--- config.mk ---
export PLATFORM = sky130hd
export DESIGN_NAME = apex_seq_ctrl
export DESIGN_NICKNAME = d
export VERILOG_FILES = /design/src/rtl/apex_seq_ctrl.sv
export SDC_FILE = /design/constraint.sdc
export NUM_CORES = 1
export LEC_CHECK = 0
export CORE_MARGIN = 1.5
export CORE_UTILIZATION = 31
export DETAILED_ROUTE_END_ITERATION = 7
export DONT_BUFFER_PORTS = 1
export PLACE_DENSITY = 0.55
export SLEW_MARGIN = 20
export SYNTH_ARGS = -nofsm -noshare
export SYNTH_HDL_FRONTEND = slang
export SYNTH_SLANG_ARGS = --single-unit
--- constraint.sdc ---
create_clock -name pi_clk -period 2.25 [get_ports pi_clk]
set_input_delay 0.225 -clock pi_clk [delete_from_list [all_inputs] [get_ports pi_clk]]
set_output_delay 0.225 -clock pi_clk [all_outputs]
set_load 0.01 [all_outputs]
--- src/rtl/apex_seq_ctrl.sv ---
// Enabled up-counter with terminal-count pulse, sticky irq/ovf flags,
// and a registered channel select/decode path.
module apex_seq_ctrl #(
  parameter  int CNT_W = 7,
  parameter  int NCH   = 6,
  localparam int SEL_W = ($clog2(NCH) < 1) ? 1 : $clog2(NCH)
) (
  input  logic             pi_clk,
  input  logic             pi_rst_n,
  input  logic             en,
  input  logic             cnt_en,
  input  logic             load,
  input  logic [CNT_W-1:0] load_val,
  input  logic [CNT_W-1:0] match_val,
  input  logic             sat_mode,
  input  logic [SEL_W-1:0] sel,
  input  logic [NCH-1:0]   ch_data,
  input  logic             ack,
  output logic [CNT_W-1:0] cnt,
  output logic             tc,
  output logic             irq,
  output logic             ovf,
  output logic             ch_bit,
  output logic [NCH-1:0]   ch_onehot
);

  logic [CNT_W-1:0] cnt_q, cnt_d;
  logic             tc_q, tc_d;
  logic             irq_q, irq_d;
  logic             ovf_q, ovf_d;
  logic             ch_bit_q, ch_bit_d;
  logic [NCH-1:0]   ch_oh_q, ch_oh_d;
  logic             inc_done;

  always_comb begin
    cnt_d    = cnt_q;
    ovf_d    = ovf_q;
    inc_done = 1'b0;
    if (en) begin
      if (load) begin
        cnt_d = load_val;
        ovf_d = 1'b0;
      end else if (cnt_en) begin
        if (cnt_q == '1) begin
          ovf_d = 1'b1;
          // saturating hold is not a performed increment
          if (!sat_mode) begin
            cnt_d    = '0;
            inc_done = 1'b1;
          end
        end else begin
          cnt_d    = cnt_q + CNT_W'(1);
          inc_done = 1'b1;
        end
      end
    end
    tc_d  = inc_done && (cnt_d == match_val);
    irq_d = tc_d ? 1'b1 : (ack ? 1'b0 : irq_q);
  end

  // out-of-range sel matches no channel, giving zero outputs
  always_comb begin
    ch_bit_d = 1'b0;
    ch_oh_d  = '0;
    for (int i = 0; i < NCH; i++) begin
      if (en && sel == SEL_W'(i)) begin
        ch_bit_d   = ch_data[i];
        ch_oh_d[i] = 1'b1;
      end
    end
  end

  always_ff @(posedge pi_clk or negedge pi_rst_n) begin
    if (!pi_rst_n) begin
      cnt_q    <= '0;
      tc_q     <= 1'b0;
      irq_q    <= 1'b0;
      ovf_q    <= 1'b0;
      ch_bit_q <= 1'b0;
      ch_oh_q  <= '0;
    end else begin
      cnt_q    <= cnt_d;
      tc_q     <= tc_d;
      irq_q    <= irq_d;
      ovf_q    <= ovf_d;
      ch_bit_q <= ch_bit_d;
      ch_oh_q  <= ch_oh_d;
    end
  end

  assign cnt       = cnt_q;
  assign tc        = tc_q;
  assign irq       = irq_q;
  assign ovf       = ovf_q;
  assign ch_bit    = ch_bit_q;
  assign ch_onehot = ch_oh_q;

endmodule
======== Word level (Yosys, flattened, before mapping) ========
Index checks and enable logic that the tools add are counted.
word-level totals
  logic and storage cells ................. 53
  flip-flop bits (word level) ............. 17
cells by class
  muxes and demuxes ....................... 27
  reduce and logical (&&, ||, !) cells .... 12
  $add $sub $neg .......................... 1
  eq/ne operators ......................... 7
operators with widths
  cell                                                             count
  7-bit two-way mux                                                5
  1-bit two-way mux                                                22
  7-bit by 1-bit adder with 7-bit output, second input constant    1
  7-bit == test                                                    1
  7-bit == test, second input constant                             1
  1-bit logical AND                                                7
  3-bit by 2-bit == test with 1-bit output, second input constant  2
  3-bit == test, second input constant                             2
  2-bit nonzero test                                               3
  3-bit by 1-bit == test with 1-bit output, second input constant  1
  3-bit logical NOT                                                1
  3-bit AND reduction                                              1

======== Depth between registers and ports, before layout ========
  depth after elaboration ................. 8
  depth in mapped cells ................... 8
  depth with buffers taken out ............ 8

======== Least setup slack after synthesis ========
Ideal clock, no wire load.
  path type ............................... register to register
  start ................................... reg cnt_q[0] (netlist: cnt[0])
  end ..................................... reg irq_q (netlist: irq)
  slack ................................... 90 ps
  stages on the path, launching flop included .. 9
  data required time ...................... 2186 ps
  setup time .............................. 64 ps
  path buffers ............................ 0
  arrival ................................. 2096 ps
  cell sequence ........................... dfrtp_1 ha_1 and4_4 a41o_4 a221oi_4 nor3_1 nor4_1 and4b_1 a21o_1
on the way
  cells in the longest elaborated chain, start to end .. 8
ends and longest elaborated chain
  item                                                                  RTL line  source
  start: declaration                                                    27        logic [CNT_W-1:0] cnt_q, cnt_d;
  start signal: assignment                                              82        cnt_q <= cnt_d;
  7-bit by 1-bit adder with 7-bit output, or another cell as far along  52        cnt_d = cnt_q + CNT_W'(1);
  7-bit two-way mux                                                     44        if (cnt_q == '1) begin
  7-bit two-way mux                                                     43        end else if (cnt_en) begin
  7-bit two-way mux                                                     40        if (load) begin
  7-bit two-way mux                                                     39        if (en) begin
  7-bit == test                                                         57        tc_d = inc_done && (cnt_d == match_val);
  1-bit logical AND *                                                   57
  1-bit two-way mux *                                                   58        irq_d = tc_d ? 1'b1 : (ack ? 1'b0 : irq_q);
  named net irq_d                                                       29        logic irq_q, irq_d;
  end signal: assignment                                                84        irq_q <= irq_d;
  end: declaration                                                      29
The timed path passes the listed nets; every way through them passes the cells marked *.
A chain may end at the register's enable or synchronous reset.

======== Worst setup path after layout ========
Same ends and word-level chain as after synthesis.

==> results.yml <==
sta:
  slew_viol_final: 0
  max-slew-margin-rel_pct: 46.37
  period_needed_ns: 2.154
  fin_worst_skew_ns: 0.004585
  rsz0062_at_grt: "false"
  tightest_slew_ns: 0.8017
  setup_viol: 0
  layout_setup_ws_ns: 0.09596
  hold_viol: 0
  timing.final.crit_share_pct: 95.73
  fmax_mhz: 464.2
clock_network:
  cts.path.max_buffers: 2
  cts-root-buf: "clkbuf_4"
  path_clk_slew_ns: 0.11
  insertion_delay_ns: 0.31
  cts-buffers-inserted: 3
  cts_tree: "yes"
  ctsHtreeMaxLevel: 1
  cts.sinks: 17
final_layout:
  finalNetCount: 162
  final_cell_mix: "17 x dfrtp_1, 13 x buf_4, 12 x nor2_1, 8 x nand2_1"
  area_growth_pct: 22.60
  fin_area_um2: 1344
  layout_commonest_cell: "dfrtp_1"
  finalNonFillerCells: 176
  drive_gt1_share_pct: 26.92
  num_antenna_cells: 0
detailed_routing:
  routedWlPerCell_um: 18.53
  drt_iter0_markers: 61
  dr.pass1.iters: 4
  drc: 0
  via_per_inst: 5.739
  drt_wl_total_um: 3261
  dr_total_vias: 1010
  ant_nets: 0
pwr:
  power_density_nw_per_um2: 610.1
  vdd_drop_max_uv: 240.0
  leakage_nw: 0.5547
synthesis:
  netlist_area_um2: 1096
  synthFlopType: "dfrtp_1"
  synth_top_area_share_pct: 38.81
  synth_cells: 115
  synthMuxAreaShare_pct: 3.995
  synth_fa_ha_area_share_pct: 1.142
  synth_compound_area_share_pct: 23.17
  synth_area_leaders: "dfrtp_1 39%, nor2_1 4.1%, o22ai_1 3.4%, nor3_1 2.7%, nand2_1 2.7%"
  synth_edf_count: 0
  synth-simple-area-share_pct: 26.48
  synth_top_family_by_area: "simple AND/OR/NAND/NOR gates"
  synth-seq-cells: 17
  syn_area_per_cell_um2: 9.531
  synthesis.nets: 146
  ys_seq_area_share_pct: 38.81
  ys_warn_count: 0
  yosysTopAreaCell: "dfrtp_1"
  synth.distinct_cells: 48
  synth_xor_area_share_pct: 1.598
  synthArstFlopShare_pct: 100.0
placed_design:
  placed_area_um2: 1191
  place_inst: 165
  gp_congestion: 0.8805
  io_buffers: 0
  pre_cts_slack_ns: -0.05451
  dp_hpwl_um: 2350
grt:
  grt_max_degree: 18
  track_usage_pct: 16.88
  grt_first_pass_wirelength_um: 5140
  antenna_found_initial: 0
  first_global_vias: 1037
  gr-total-overflow: 0
worst_setup_path:
  crit_chain: "ha_2 -> and4_4 -> a41o_4 -> a221oi_4 -> buf_4 -> a22o_1 -> nor4_2 -> and4b_1 -> a21o_1"
  reg2reg_from: "cnt[0]"
  crit_fanout: 5
  cp-end-kind: "flop"
  critPathCapture: "irq"
  crit_start: "cnt[0]"
  critPathMaxStageDelay_ns: 0.37
  r2r_slack_ns: 0.1
  cp_slowest_cell: "dfrtp_1"
  critical_path_class: "flop to flop"
  critPathTopFamily: "simple AND/OR/NAND/NOR gates"
  cp-start-kind: "flop"
  arrival_ns: 2.41
  r2r_end: "irq"
  worstSetupPathDepth: 9
  crit_buf_inv: 1
  crit_required_ns: 2.50
  r2r_cells: 9
floorplan:
  die-area_um2: 3901
  die_w_um: 62.46
  die_y_um: 62.46
  io_pins: 47
  start_util_pct: 32.59
  core_area_um2: 3363
  rows: 21
hold_path:
  hold_class: "input pin to flop"
  hp-start: "en"
job:
  drv_cap: 0
status:
  outcome: "finished clean"
==> cell type report <==
| class | count | area, µm² |
|---|---|---|
| sequential | 17 | 425.4 |
| fill | 367 | 2019 |
| inverter | 4 | 15.01 |
| clock inverter | 1 | 5.005 |
| multi-input combinational | 88 | 680.7 |
| timing repair buffer | 17 | 137.6 |
| tap | 46 | 57.56 |
| clock buffer | 3 | 22.52 |
==> worst register-to-register path, cell delays in order, from the launching register on <==
cell	delay (ns)
dfrtp_1	0.37
ha_2	0.19
and4_4	0.25
a41o_4	0.24
a221oi_4	0.08
buf_4	0.16
a22o_1	0.19
nor4_2	0.28
and4b_1	0.25
a21o_1	0.08
==> kinds of logic after synthesis <==
logic type,Yosys count
adders and majority gates,1
muxes,3
xor gates and xnor gates,2
and+or+nand+nor,53
DFF,17
buffers and inverters,10
AOI/OAI and AO/OA,29
==> timing repair <==
item | CTS | global route
endpoints found under the hold margin | 19 | 0
setup endpoints to repair | 2 | 2
setup buffers | 2 | 1
hold buffers | 4 | 0
resized for setup | 2 | 9
pin swaps | 5 | 5
==> state kept, by name, summed over array words and instances (netlist names) <==
signal	cells
ch_bit	1
ch_onehot	6
cnt	7
irq	1
ovf	1
tc	1
==> per-stage QoR <==
| stage | total power, mW | setup TNS (ns) | hold slack [ns] | utilization, % |
|---|---|---|---|---|
| 3_5_place_dp | 0.6014 | -0.05451 | -0.07012 | 35.42 |
| 6_report | 0.8199 | 0 | 0.04730 | 39.96 |
| 2_1_floorplan | 0.5396 | 0 | -0.07059 | - |
| 4_1_cts | 0.7991 | 0 | 0.04289 | 38.28 |
| 5_1_grt | 0.8716 | 0 | 0.04080 | 39.96 |
| 3_3_place_gp | 0.6003 | 0 | -0.07012 | 35.42 |
==> power breakdown <==
group / internal [mW] / switching [mW] / total [mW]
Combinational: 0.129 / 0.163 / 0.292
Sequential: 0.332 / 0.0214 / 0.354
Clock: 0.0665 / 0.108 / 0.174
Total: 0.528 / 0.292 / 0.820
==> routing by layer <==
layer | GRT usage [%] | up-vias | part of all wire (%) | wire [µm]
li1 | - | 472 | - | -
met1 | 17.48 | 485 | 36 | 1183
met2 | 30.38 | 47 | 52 | 1699
met3 | 6.126 | 6 | 9.8 | 320
met4 | 7.500 | 0 | 1.7 | 57
met5 | 0 | - | 0 | 0
==> worst min path at each step <==
| stage | to | slack [ns] | cells after the start |
|---|---|---|---|
| after floorplan | ch_bit | -0.07 | 0 |
| after global placement | ovf | -0.07 | 0 |
| after detailed placement | ovf | -0.07 | 0 |
| after CTS | ch_bit | 0.04 | 1 |
| after global routing | ch_bit | 0.04 | 1 |
| final | ch_bit | 0.05 | 1 |
==> cell usage after synthesis, drive strengths merged (2+ instances only) <==
| cell type | n |
|---|---|
| and2 | 2 |
| o21ai | 2 |
| o22ai | 6 |
| nand2b | 4 |
| a21o | 2 |
| nand2 | 8 |
| buf | 5 |
| inv | 4 |
| and3 | 2 |
| a31oi | 3 |
| dfrtp | 17 |
| a21oi | 4 |
| nor4 | 2 |
| nand3 | 6 |
| or3 | 2 |
| nor2 | 12 |
| nor3 | 7 |
| a221oi | 2 |
| and4 | 2 |
| a2111oi | 3 |
Note: power is estimated with default switching activity, not from simulation.
